<file path="src/rtl/fetch_sequencer.sv">
// Instruction fetch sequencer: issues one word-aligned fetch at a time, hands the
// returned word to decode with a one-cycle strobe, and absorbs stalls and redirects.
module fetch_sequencer #(
    parameter logic [31:0] RESET_PC = 32'h0000_0000
) (
    input  logic        clk,
    input  logic        rst,
    input  logic        i_run,
    output logic        o_mem_req,
    output logic [31:0] o_mem_addr,
    input  logic        i_mem_ack,
    input  logic        i_mem_rvalid,
    input  logic [31:0] i_mem_rdata,
    input  logic        i_stall,
    input  logic        i_redirect,
    input  logic [31:0] i_redirect_pc,
    output logic [31:0] o_instruction,
    output logic        o_dec_en,
    output logic [31:0] o_pc
);

    typedef enum logic [1:0] {
        IDLE,
        REQ,
        WAIT,
        HOLD
    } state_t;

    state_t      state;
    logic [31:0] pc;
    logic        drop;

    logic [31:0] redirect_target;
    logic [31:0] pc_next;
    logic        capture;
    logic        deliver;
    logic        complete;
    logic        start;

    assign redirect_target = {i_redirect_pc[31:2], 2'b00};

    // NOTE: every signal gets a default before the case so no path leaves it unassigned (no latches).
    always_comb begin
        capture  = 1'b0;
        deliver  = 1'b0;
        complete = 1'b0;
        case (state)
            WAIT: begin
                capture  = i_mem_rvalid && !drop && !i_redirect;
                deliver  = capture && !i_stall;
                complete = i_mem_rvalid && (drop || i_redirect || !i_stall);
            end
            HOLD: begin
                deliver  = !i_redirect && !i_stall;
                complete = i_redirect || !i_stall;
            end
            default: ;
        endcase

        if (i_redirect)
            pc_next = redirect_target;
        else if (deliver)
            pc_next = pc + 32'd4;
        else
            pc_next = pc;

        // A finished transaction (delivered or discarded) only re-arms a fetch while running.
        start = i_run && ((state == IDLE) || complete);
    end

    // NOTE: all state here uses non-blocking assignments so every register samples pre-edge values.
    always_ff @(posedge clk or negedge rst) begin
        if (!rst) begin
            state         <= IDLE;
            pc            <= RESET_PC;
            drop          <= 1'b0;
            o_mem_req     <= 1'b0;
            o_mem_addr    <= 32'h0000_0000;
            o_instruction <= 32'h0000_0000;
            o_pc          <= 32'h0000_0000;
            o_dec_en      <= 1'b0;
        end else begin
            o_dec_en <= deliver;
            pc       <= pc_next;

            if (start) begin
                o_mem_req  <= 1'b1;
                o_mem_addr <= pc_next;
            end else if (state == REQ && i_mem_ack) begin
                o_mem_req  <= 1'b0;
            end

            if (capture) begin
                o_instruction <= i_mem_rdata;
                o_pc          <= pc;
            end

            case (state)
                IDLE: begin
                    if (i_run)
                        state <= REQ;
                end
                REQ: begin
                    // The request on the bus keeps its address; its response is marked stale instead.
                    if (i_redirect)
                        drop <= 1'b1;
                    if (i_mem_ack)
                        state <= WAIT;
                end
                WAIT: begin
                    if (i_mem_rvalid) begin
                        drop <= 1'b0;
                        if (complete)
                            state <= i_run ? REQ : IDLE;
                        else
                            state <= HOLD;
                    end else if (i_redirect) begin
                        drop <= 1'b1;
                    end
                end
                HOLD: begin
                    if (complete)
                        state <= i_run ? REQ : IDLE;
                end
                default: state <= IDLE;
            endcase
        end
    end

endmodule

</file>
<file path="config.mk">
export PLATFORM = sky130hd
export DESIGN_NAME = fetch_sequencer
export DESIGN_NICKNAME = d
export VERILOG_FILES = /design/src/rtl/fetch_sequencer.sv
export SDC_FILE = /design/constraint.sdc
export NUM_CORES = 1
export LEC_CHECK = 0
export CORE_MARGIN = 2
export CORE_UTILIZATION = 43
export CTS_BUF_LIST = sky130_fd_sc_hd__clkbuf_8 sky130_fd_sc_hd__clkbuf_16
export CTS_CLUSTER_DIAMETER = 40
export DETAILED_ROUTE_END_ITERATION = 7
export GPL_TIMING_DRIVEN = 0
export MAX_ROUTING_LAYER = met4
export PLACE_DENSITY = 0.76
export SYNTH_ARGS = -nofsm -noshare
export SYNTH_HDL_FRONTEND = slang
export SYNTH_SLANG_ARGS = --single-unit
</file>
<file path="constraint.sdc">
create_clock -name clk -period 2.4 [get_ports clk]
set_input_delay 0.48 -clock clk [delete_from_list [all_inputs] [get_ports clk]]
set_output_delay 0.48 -clock clk [all_outputs]
set_load 0.1 [all_outputs]
</file>
## After elaboration in Yosys (flattened, before gate mapping)

Index checks and enable logic that the tools add are counted.

| storage, ports and cells | value |
|---|---|
| latch bits | 0 |
| output and inout bits | 98 |
| memory bits (read-only) | 0 |
| word-level logic and storage cells | 51 |
| bits of input ports | 71 |
| memories kept | 0 |
| RAM bits | 0 |
| register bits | 133 |

| cells by class | value |
|---|---|
| equality and inequality tests | 7 |
| shift operators | 0 |
| multiply operators | 0 |
| bitwise gates (word level) | 0 |
| reduce and logical (&&, ||, !) cells | 18 |
| multiplexer cells | 17 |
| divide/modulo/power cells | 0 |
| order comparisons | 0 |
| add/sub/neg operators | 1 |

Operators with widths:

| cell | count |
|---|---|
| $mux W32 | 2 |
| $add A32 B3 Y32 const B | 1 |
| $mux W2 | 5 |
| $ne A2 B2 Y1 const B | 4 |
| $pmux W2 S4 | 1 |
| $logic_and A1 B1 Y1 | 7 |
| $mux W1 | 6 |
| $pmux W1 S2 | 3 |
| $eq A2 B2 Y1 const B | 2 |
| $logic_or A1 B1 Y1 | 4 |
| $reduce_and A4 Y1 | 1 |
| $reduce_bool A2 Y1 | 2 |
| $logic_not A1 Y1 | 3 |
| $eq A2 B1 Y1 const B | 1 |
| $logic_not A2 Y1 | 1 |

## Depth between registers and ports, before layout

Gate-level depths: netlist of the first run.

| logic depth | value |
|---|---|
| depth after elaboration | 7 |
| gate-level depth with buffers | 8 |
| depth with buffers taken out | 7 |

## Worst setup path before layout of the first run

Ideal clock, no wire load.

| path | value |
|---|---|
| path type | register to register |
| from | register state[0] |
| to | register o_mem_addr[31] |
| path slack | 0.101 ns |
| path buffers | 1 |
| arrival time | 2.172 ns |
| data required time | 2.274 ns |
| period minus slack after synthesis | 2.299 ns |
| stages on the path, launching flop included | 9 |
| setup time | 0.126 ns |
| path through | dfrtp_1 inv_1 ha_1 nand3b_4 a211o_1 buf_6 o41a_1 a221o_1 mux2_4 |

| on the way | value |
|---|---|
| cells in the longest elaborated chain, start to end | 4 |
| elaborated cells between the ends (all ways) | 9 |
| classes of those cells | eq/ne (2); mux (4); reduce/logical (3) |

RTL lines:

| what | RTL line | source |
|---|---|---|
| start: declaration | 29 | `state_t state;` |
| start signal: assignment | 114 | `state <= i_run ? REQ : IDLE;` |
| start signal: assignment | 123 | `state <= i_run ? REQ : IDLE;` |
| $eq A2 B2 Y1 | 47 | `case (state)` |
| $pmux W1 S2 * | 47 |  |
| $mux W32 * | 62 | `else if (deliver)` |
| $mux W32 * | 60 | `if (i_redirect)` |
| named net pc_next[31] | 34 | `logic [31:0] pc_next;` |
| end signal: assignment | 88 | `o_mem_addr <= pc_next;` |
| end: declaration | 10 | `output logic [31:0] o_mem_addr,` |

Mark *: on every way through the listed nets, which the timed path passes. The rest lies on a longest branch.
A chain may end at the register's enable or synchronous reset.

## Worst setup path after layout of the first run

| path | value |
|---|---|
| from | input i_stall |
| to | register o_mem_addr[12] |

| on the way | value |
|---|---|
| cells in the longest elaborated chain, start to end | 6 |
| elaborated cells between the ends (all ways) | 12 |
| classes of those cells | mux (4); reduce/logical (8) |

RTL lines:

| what | RTL line | source |
|---|---|---|
| start: declaration | 14 | `input logic i_stall,` |
| $logic_not A1 Y1 * | - |  |
| $logic_or A1 B1 Y1 | 51 | `complete = i_mem_rvalid && (drop \|\| i_redirect \|\| !i_stall);` |
| $logic_and A1 B1 Y1 | 51 |  |
| $pmux W1 S2 | 47 |  |
| $logic_or A1 B1 Y1 | 68 | `start = i_run && ((state == IDLE) \|\| complete);` |
| $logic_and A1 B1 Y1 | 68 |  |

Every way passes the cells marked *; elsewhere a longest branch is shown, timed or not.

==> results of run 1 <==
kinds of logic (layout without fill, tap and decap cells):
logic type,count (synthesis),in the layout
AOI/OAI and AO/OA,73,73
xor gates and xnor gates,16,16
adders and majority gates,5,5
DFF,133,133
muxes,84,84
buffers and inverters,39,246
and+or+nand+nor,143,143
stage by stage:
stage	hold WS (ns)	utilization (%)
6_report	0.478	64.8
3_3_place_gp	0.466	58.5
5_1_grt	0.511	64.8
4_1_cts	0.483	63.4
2_1_floorplan	0.184	-
3_5_place_dp	0.392	58.7
registers in the layout, indices dropped and copies added (netlist names):
name	cells
o_pc	32
state	2
o_instruction	32
o_mem_req	1
o_mem_addr	32
o_dec_en	1
pc	32
drop	1
critical path, cell delays in order:
cell             delay (ns)
clkdlybuf4s50_1        0.52
clkbuf_2               0.28
nor3b_1                0.32
o221ai_1               0.21
and2_2                 0.24
clkbuf_4               0.21
nand2_2                0.21
o221ai_1               0.16
layout make-up:
class	count	area share [%]
buffer	24	1.75
clock buffer	23	5.87
clock inverter	9	1.14
inverter	14	0.608
multi-input combinational	321	28.6
sequential	133	38.5
tap	176	2.55
timing repair buffer	176	21.0
cells in the mapped netlist, types with 3 or more instances:
cell type / count / area, µm²
nor3_1: 4 / 20.0
o221ai_1: 3 / 26.3
a2111oi_0: 3 / 26.3
nand3_1: 18 / 90.1
and2_1: 3 / 18.8
a221o_1: 3 / 30.0
nor2b_1: 6 / 37.5
a21oi_1: 15 / 75.1
a211oi_1: 4 / 30.0
o21ai_0: 13 / 65.1
nor4_1: 5 / 31.3
ha_1: 5 / 62.6
nand4_1: 15 / 93.8
inv_1: 13 / 48.8
buf_6: 4 / 45.0
nand2_1: 48 / 180
clkbuf_1: 18 / 67.6
and3_1: 3 / 18.8
xnor2_1: 6 / 52.6
mux2_2: 82 / 923
nor2_1: 22 / 82.6
and4_2: 3 / 30.0
o211ai_1: 9 / 67.6
xor2_1: 10 / 87.6
dfrtp_1: 133 / 3330
nand2b_1: 3 / 18.8
metal layers:
layer  part of all wire, %  vias up  track usage [%]
li1                      -     2181                -
met1                    43     2342             29.0
met2                    49      182             36.3
met3                   6.2       21             5.31
met4                   1.7        0             8.26
met5                     0        -                -
worst min-delay path by stage:
stage,cells after the start,slack (ns),start,to
after floorplan,0,0.18,rst,drop
after global placement,2,0.47,o_mem_req,o_mem_req
after detailed placement,1,0.39,rst,o_instruction[16]
after CTS,2,0.48,o_mem_addr[15],o_mem_addr[15]
after global routing,2,0.51,o_mem_addr[0],o_mem_addr[0]
final,2,0.48,o_mem_req,o_mem_req
repair_timing:
item                                    CTS  global route
endpoints found under the hold margin    32             0
pin swaps                                 1             2
endpoints found under the setup margin  155            92
hold buffers                              1             0
buffers inserted                          2             6
gates resized for setup                  67            57
==> summary.md, run 1 <==
| Metric | Value |
|---|---|
| Tmin final | between 2 and 2.5 ns |
| Ports | 169 |
| Vias post-DR | 4726 |
| Max Clock Skew | a little over 0.008 ns |
| Fillers | 1072 |
| Worst Setup End Kind | register |
| Die area | 14700 µm² |
| Clock tree buffer depth | 2 |
| Post-synth EDFFs | 0 |
| Synthesized area | 5930 µm² |
| Post-synthesis sequential element count | 133 |
| Layout cells sized above 1 | 23.6% |
| # clock sinks | 133 |
| Core ar. | 13300 µm² |
| Clk slew on worst S/H paths | about 0.050 ns |
| Adder-Cell Fraction of Synth Area | 1.06% |
| Most common cell after layout, fill and taps aside | dfrtp_1 |
| HP Class | register to register |
| Compound-Gate Fraction of Synth Area | 8.70% |
| CTS buffer count | 17 |
| Main combinational cell family by area after synthesis | multiplexers |
| CTS Root Cell | clkbuf_16 |
| # DRC | 0 |
| Register area share after synthesis | 56.1% |
| Final non-filler cell total | 876 |
| Final worst slack | ~0.03 ns |
| Die height | 121 µm |
| Detailed Route Iter0 Violations | 481 |
| Cells after Synth | 493 |
| Most frequent cells in the layout | dfrtp_1 (133), mux2_2 (82), clkdlybuf4s50_1 (71), dlygate4sd2_1 (51), nand2_1 (46) |
| Final wirelength | 16200 µm |
| Reg-to-reg slack, setup | 0.05 ns |
| Dpl hpwl | 11400 µm |
| Total iterations of the first detailed-routing run | 5 |
| GRT Residual Overflow | 0 |
| Avg Cell Area, Syn | about 12 µm² |
| Count of final setup violators | 0 |
| Pre-CTS setup slack | -0.709 ns |
| Worst reg2reg path endpoint | o_mem_addr[31] |
| Vias in the first global route | around 4800 |
| Slew @ Worst Pin | 1.02 ns |
| Critical path startpoint | i_stall |
| Simple-gate portion of the synthesized area | 12.6% |
| Yosys Warn Count | 0 |
| Mux share of post-synthesis cell area | 16.0% |
| Critical path arrival | 2.65 ns |
| Gr usage total | around 23% |
| Syn-to-layout area delta | 45.9% |
| CTS tree | built |
| Status | completed |
| Max cap viols | 0 |
| Final instance area | roughly 8600 µm² |
| Wire length of the first global-routing pass | 25100 µm |
| CP startpoint kind | primary input |
| Final hold vios | 0 |
| Xor/xnor share of the synthesized area | 2.36% |
| Vias per cell | 5.39 |
| Placed Area | 7840 µm² |
| Die W | between 100 and 150 µm |
| Post-synth cell types | 58 |
| Starting Density | 44.4% |
| Dpl cells | 836 |
| Crit path capture | o_mem_addr[12] |
| Register area | 3330 µm² |
| Pins Over Slew Limit | 0 |
| Fin nets | 763 |
| RD Place Congestion | about 0.82 |
| Slew margin rel. | 32.2% |
| Post-synth ARST share | 100% |
| Top_reg_cell synth | dfrtp_1 |
| Part of the cycle the worst path needs | around 99% |
| Multi-input gate area | 2470 µm² |
| Wire length per cell | 18.5 µm |
| Number of cell rows | 42 |
| # diodes | 0 |
| H-tree levels | 4 |
| Antenna Nets Post-Route | 0 |
| Reg-to-reg critical path startpoint | state[0] |
| Largest net degree at the start of global routing | 102 |
| Initial antenna violation count | 0 |
| Net Count, Synth | about 570 |
| Setup TNS | 0 ns |
| Worst-Skew Late Latency | 0.42 ns |
| RSZ-0062 raised after global routing | yes |
| # port buffers | 166 |
| Worst Setup Path Type | primary input to register |
| Worst Path Max Fanout | 10 |
| CP required | 2.68 ns |
| Max Fclk | 422 MHz |
| R2r worst-path depth | 8 |
Power of run 1 is left out: the tool's default activity adds up to more than one toggle a clock period on the data nets, which glitch-free logic cannot reach.
==> run 2: changes to the inputs <==
--- a/config.mk
+++ b/config.mk
@@ -5,14 +5,16 @@
 export SDC_FILE = /design/constraint.sdc
 export NUM_CORES = 1
 export LEC_CHECK = 0
-export CORE_MARGIN = 2
+export CORE_MARGIN = 10
 export CORE_UTILIZATION = 43
 export CTS_BUF_LIST = sky130_fd_sc_hd__clkbuf_8 sky130_fd_sc_hd__clkbuf_16
 export CTS_CLUSTER_DIAMETER = 40
 export DETAILED_ROUTE_END_ITERATION = 7
 export GPL_TIMING_DRIVEN = 0
+export HOLD_SLACK_MARGIN = 0.06
 export MAX_ROUTING_LAYER = met4
 export PLACE_DENSITY = 0.76
+export SETUP_SLACK_MARGIN = 0.02
 export SYNTH_ARGS = -nofsm -noshare
 export SYNTH_HDL_FRONTEND = slang
 export SYNTH_SLANG_ARGS = --single-unit
==> run 2 against run 1 <==
Compared with the run above: clock skew hardly changed; largest cell class unchanged; die area is 28% higher; critical path type is now register to register; non-clock buffer count is 5 lower.
==> summary.md, run 2 (synthesis results as in run 1) <==
| Metric | Value |
|---|---|
| Met1 wire length | 6990 µm (+0.81%) |
| Slowest stage delay, CP | 0.42 ns (-0.10 ns) |
| Final wirelength | 17200 µm (+6.1%) |
| Most frequent cells in the layout | dfrtp_1 (132), dlygate4sd2_1 (98), mux2_2 (82), clkdlybuf4s50_1 (67), nand2_1 (47) |
| # DRC | 0 (unchanged) |
| Routed met3 length | 1310 µm (+29%) |
| Die area | 18900 µm² (+28%) |
| Tmin final | 2.32 ns (-0.0527 ns) |
| Initial antenna violation count | 1 (+1) |
| Slew margin rel. | 31.2% (-1.0 points) |
| Die W | 137 µm (+13%) |
| Syn-to-layout area delta | 43.3% |
| Detailed Route Iter0 Violations | 385 (-20%) |
| Part of the cycle the worst path needs | 96.6% (-2.2 points) |
| Pins Over Slew Limit | 0 (unchanged) |
| Total iterations of the first detailed-routing run | 6 (+1) |
| RD Place Congestion | 0.833 (+1.6%) |
| Count of final setup violators | 0 (unchanged) |
| Worst-Skew Late Latency | 0.41 ns (about the same) |
| Vias per cell | 5.53 (+2.4%) |
| Layout cells sized above 1 | 23.2% (-0.41 points) |
| CTS tree | built |
| # port buffers | 166 (unchanged) |
| Max Clock Skew | 0.00765 ns (-0.000394 ns) |
| Die height | 137 µm (+13%) |
| Most common cell after layout, fill and taps aside | dfrtp_1 |
| Core ar. | 13300 µm² (unchanged) |
| RSZ-0062 raised after global routing | yes |
| Largest net degree at the start of global routing | 104 (+2.0%) |
| GRT Residual Overflow | 0 (unchanged) |
| Worst Path Max Fanout | 10 (unchanged) |
| Final hold vios | 0 (unchanged) |
| Reg-to-reg slack, setup | 0.08 ns (+0.03 ns) |
| Clock tree buffer depth | 2 (unchanged) |
| Placed Area | 7840 µm² (unchanged) |
| R2r worst-path depth | 8 (unchanged) |
| Final instance area | 8500 µm² (-1.7%) |
| Clk slew on worst S/H paths | 0.06 ns (about the same) |
| WL met2 | 8640 µm (+8.1%) |
| Wire length of the first global-routing pass | 26600 µm (+5.9%) |
| Worst path slowest cell | dfrtp_1 |
| H-tree levels | 4 (unchanged) |
| Critical path arrival | 2.61 ns (-0.04 ns) |
| Worst Setup Path Type | register to register |
| Worst reg2reg path endpoint | o_mem_addr[31] |
| Crit-path cells | inv_2 > ha_4 > nand3b_4 > a211o_1 > buf_6 > o41a_1 > a221o_1 > mux2_4 |
| Slew @ Worst Pin | 1.04 ns (+0.0152 ns) |
| CTS Root Cell | clkbuf_16 |
| # clock sinks | 133 (unchanged) |
| Crit path capture | o_mem_addr[31] |
| Number of cell rows | 42 (unchanged) |
| Max cap viols | 0 (unchanged) |
| Vias post-DR | 4818 (+1.9%) |
| Ports | 169 (unchanged) |
| Fin nets | 758 (-0.66%) |
| Critical path startpoint | state[0] |
| Top Metal Used | met4 |
| CP required | 2.70 ns (+0.02 ns) |
| Dpl hpwl | 12800 µm (+13%) |
| Gr usage total | 18.6% (-4.4 points) |
| Max Fclk | 431 MHz (+2.3%) |
| Status | completed |
| CTS buffer count | 17 (unchanged) |
| Wire length per cell | 19.7 µm (+6.6%) |
| CP startpoint kind | register |
| Starting Density | 44.4% (unchanged) |
| Reg-to-reg critical path startpoint | state[0] |
| Vias in the first global route | 5035 (+5.0%) |
| Antenna Nets Post-Route | 0 (unchanged) |
| Worst Setup End Kind | register |
| HP Class | register to register |
==> run 2: cell count changes in the layout (fill, tap and decap cells not counted), sizes merged <==
cell           previous run  this run
inv                      15        16
buf                      16        11
clkbuf                   41        36
bufinv                    2         6
clkdlybuf4s50            71        67
dlygate4sd2              51        98
diode                     0         1
dlymetal6s2s             43         0
==> run 2: timing repair <==
item                                    CTS  global route
endpoints found under the setup margin  204            33
resized for setup                       119            11
buffers inserted                          0             3
hold endpoints to repair                 30             0
pin swaps                                 0             1
hold buffers                              1             0
==> run 2: layout make-up <==
type                       count  area [µm²]
clock inverter                14         231
fill                        1128        4850
antenna                        1        2.50
clock buffer                  18         439
buffer                        24         153
tap                          176         220
multi-input combinational    321        2470
inverter                      14        52.6
sequential                   133        3330
timing repair buffer         171        1600
==> run 2: per-stage QoR <==
stage / hold slack [ns] / utilization, % / TNS, ns / worst slack (ns) / instances
finish: 0.479 / 63.7 / 0 / 0.0823 / 872
global route: 0.511 / 63.7 / -0.00408 / -0.00408 / 872
CTS: 0.482 / 63.4 / 0 / 0.00729 / 869
detailed placement: 0.380 / 58.7 / -58.74 / -0.694 / 836
global placement: 0.464 / 58.5 / -616.78 / -4.24 / 835
floorplan: 0.184 / - / 0 / 0.101 / 493
==> run 2: metal layers <==
metal / vias up / GRT usage, %
li1: 2184 / -
met1: 2420 / 22.1
met2: 193 / 29.7
met3: 21 / 5.32
met4: 0 / 6.38
met5: - / -
==> run 2: worst max-delay path: cells and delay by family (launching register included) <==
kind	cells	cell delay, ns
compound gates	3	0.97
fa+ha+maj	1	0.18
buf+inv	2	0.26
flops	1	0.42
mux	1	0.26
simple gates	1	0.11
==> run 2: how the worst min path moves through the flow <==
stage                         start                 to  slack [ns]  cells past startpoint
after floorplan                 rst               drop        0.18                      0
after global placement    o_mem_req          o_mem_req        0.46                      2
after detailed placement        rst  o_instruction[19]        0.38                      1
after CTS                 o_mem_req          o_mem_req        0.48                      2
after global routing       o_pc[21]           o_pc[21]        0.51                      1
final                     o_mem_req          o_mem_req        0.48                      2
Power of run 2 is left out for the same reason.
==> run 3: changes to the inputs <==
--- a/config.mk
+++ b/config.mk
@@ -6,14 +6,14 @@
 export NUM_CORES = 1
 export LEC_CHECK = 0
 export CORE_MARGIN = 10
-export CORE_UTILIZATION = 43
-export CTS_BUF_LIST = sky130_fd_sc_hd__clkbuf_8 sky130_fd_sc_hd__clkbuf_16
+export CORE_UTILIZATION = 45
+export CTS_BUF_LIST = sky130_fd_sc_hd__clkbuf_4 sky130_fd_sc_hd__clkbuf_8
 export CTS_CLUSTER_DIAMETER = 40
 export DETAILED_ROUTE_END_ITERATION = 7
 export GPL_TIMING_DRIVEN = 0
 export HOLD_SLACK_MARGIN = 0.06
 export MAX_ROUTING_LAYER = met4
-export PLACE_DENSITY = 0.76
+export PLACE_DENSITY = 0.79
 export SETUP_SLACK_MARGIN = 0.02
 export SYNTH_ARGS = -nofsm -noshare
 export SYNTH_HDL_FRONTEND = slang
==> run 3 against run 2 <==
Compared with the run above: non-clock buffer count increased by 9; via count about the same; critical endpoint is now o_mem_addr[25]; setup slack got worse by 0.032 ns.
==> summary.md, run 3 (synthesis results as in run 1) <==
| Metric | Value |
|---|---|
| Status | completed |
| R2r worst-path depth | 7 (-1) |
| CTS Root Cell | clkbuf_8 |
| CP startpoint kind | register |
| Reg-to-reg slack, setup | 0.05 ns (-0.03 ns) |
| # diodes | 0 (-1) |
| Slew @ Worst Pin | 1.03 ns (-0.00684 ns) |
| Hold Crit Start | o_mem_addr[0] |
| RD Place Congestion | 0.866 (+4.0%) |
| Final hold vios | 0 (unchanged) |
| Wire length of the first global-routing pass | 27200 µm (+2.1%) |
| Fin nets | 767 (+1.2%) |
| Worst reg2reg path endpoint | o_mem_addr[25] |
| Final wirelength | 17000 µm (-0.86%) |
| Worst Setup End Kind | register |
| Dpl hpwl | 12700 µm (-0.62%) |
| Critical path startpoint | state[1] |
| Clock tree buffer depth | 2 (unchanged) |
| Starting Density | 46.4% (+2.0 points) |
| Gr usage total | 19.3% (+0.76 points) |
| Part of the cycle the worst path needs | 97.9% (+1.3 points) |
| Initial antenna violation count | 0 (-1) |
| Clk slew on worst S/H paths | 0.07 ns (about the same) |
| Worst Setup Path Type | register to register |
| Vias per cell | 5.51 (-0.36%) |
| Number of cell rows | 41 (-2.4%) |
| # port buffers | 166 (unchanged) |
| Die area | 18200 µm² (-3.8%) |
| Syn-to-layout area delta | 39.6% |
| GRT Residual Overflow | 0 (unchanged) |
| Final non-filler cell total | 875 (+0.34%) |
| # DRC | 0 (unchanged) |
| Die height | 135 µm (-1.9%) |
| Reg-to-reg critical path startpoint | state[1] |
| Pins Over Slew Limit | 0 (unchanged) |
| Detailed Route Iter0 Violations | 396 (+2.9%) |
| Antenna Nets Post-Route | 0 (unchanged) |
| Worst hold slack | 0.479 ns (-0.000141 ns) |
| # clock sinks | 133 (unchanged) |
| Ports | 169 (unchanged) |
| Max cap viols | 0 (unchanged) |
| H-tree levels | 4 (unchanged) |
| Total iterations of the first detailed-routing run | 5 (-1) |
| Layout cells sized above 1 | 23.9% (+0.73 points) |
| RSZ-0062 raised after global routing | yes |
| Count of final setup violators | 0 (unchanged) |
| CTS tree | built |
| Placed Area | 7830 µm² (about the same) |
| CP required | 2.74 ns (+0.04 ns) |
| Die W | 135 µm (-1.9%) |
| Vias in the first global route | 5070 (+0.70%) |
| Most frequent cells in the layout | dfrtp_1 (133), dlygate4sd2_1 (98), mux2_2 (82), clkdlybuf4s50_1 (67), nand2_1 (46) |
| Slew margin rel. | 31.7% (+0.45 points) |
| Vias post-DR | 4817 (-0.021%) |
| Largest net degree at the start of global routing | 100 (-3.8%) |
| Fillers | 1030 (-8.7%) |
| CTS buffer count | 17 (unchanged) |
| Max Fclk | 426 MHz (-1.4%) |
| HP Class | register to register |
| Max Clock Skew | 0.0102 ns (+0.00255 ns) |
| Worst Path Max Fanout | 10 (unchanged) |
| Crit path capture | o_mem_addr[25] |
| Dpl cells | 832 (-0.48%) |
| Worst-Skew Late Latency | 0.45 ns (+0.04 ns) |
| Core ar. | 12800 µm² (-4.3%) |
| Most common cell after layout, fill and taps aside | dfrtp_1 |
| Wire length per cell | 19.5 µm (-1.2%) |
| Tmin final | 2.35 ns (+0.0323 ns) |
| Critical path arrival | 2.69 ns (+0.08 ns) |
| Final instance area | 8280 µm² (-2.6%) |
run 3: how the worst min path moves through the flow:
stage	to	cells after the start
floorplan	drop	0
finish	o_mem_addr[0]	2
CTS	o_instruction[2]	2
global route	o_instruction[10]	2
global placement	o_mem_req	2
detailed placement	o_instruction[2]	1
run 3: metrics by stage:
stage | worst slack, ns | util, % | TNS (ns)
after global routing | -0.0364 | 64.8 | -0.101
after CTS | 0.0231 | 64.0 | 0
after global placement | -4.23 | 61.1 | -611.32
after detailed placement | -0.637 | 61.3 | -55.76
after floorplan | 0.101 | - | 0
final | 0.0500 | 64.8 | 0
run 3: worst max-delay path: stages, from the launching register on:
cell      delay (ns)
dfrtp_1         0.45
ha_1            0.25
inv_1           0.09
clkbuf_2        0.22
a211oi_2        0.43
a41oi_1         0.18
a221o_1         0.34
mux2_2          0.28
run 3: cell type report:
type | instances | area (µm²) | share of cell area, %
Sequential cell | 133 | 3330 | 40.2
Buffer | 24 | 151 | 1.83
Timing Repair Buffer | 180 | 1670 | 20.2
Tap cell | 172 | 215 | 2.60
Multi-Input combinational cell | 321 | 2470 | 29.8
Clock inverter | 9 | 103 | 1.24
Inverter | 14 | 52.6 | 0.635
Clock buffer | 22 | 290 | 3.51
run 3: metal layers:
metal / vias to the layer above / part of all wire, % / global-route usage, %
met5: - / 0 / -
met2: 210 / 49 / 30.1
li1: 2193 / - / -
met1: 2385 / 41 / 23.2
met3: 29 / 8.1 / 6.01
met4: 0 / 2.1 / 7.26
run 3: what timing repair did:
| item | in CTS | in global routing |
|---|---|---|
| setup buffers | 0 | 12 |
| pin swaps | 0 | 2 |
| hold buffers | 1 | 0 |
| setup endpoints to repair | 196 | 33 |
| gates resized for setup | 117 | 12 |
| hold endpoints to repair | 34 | 0 |
Power of run 3 is left out for the same reason.
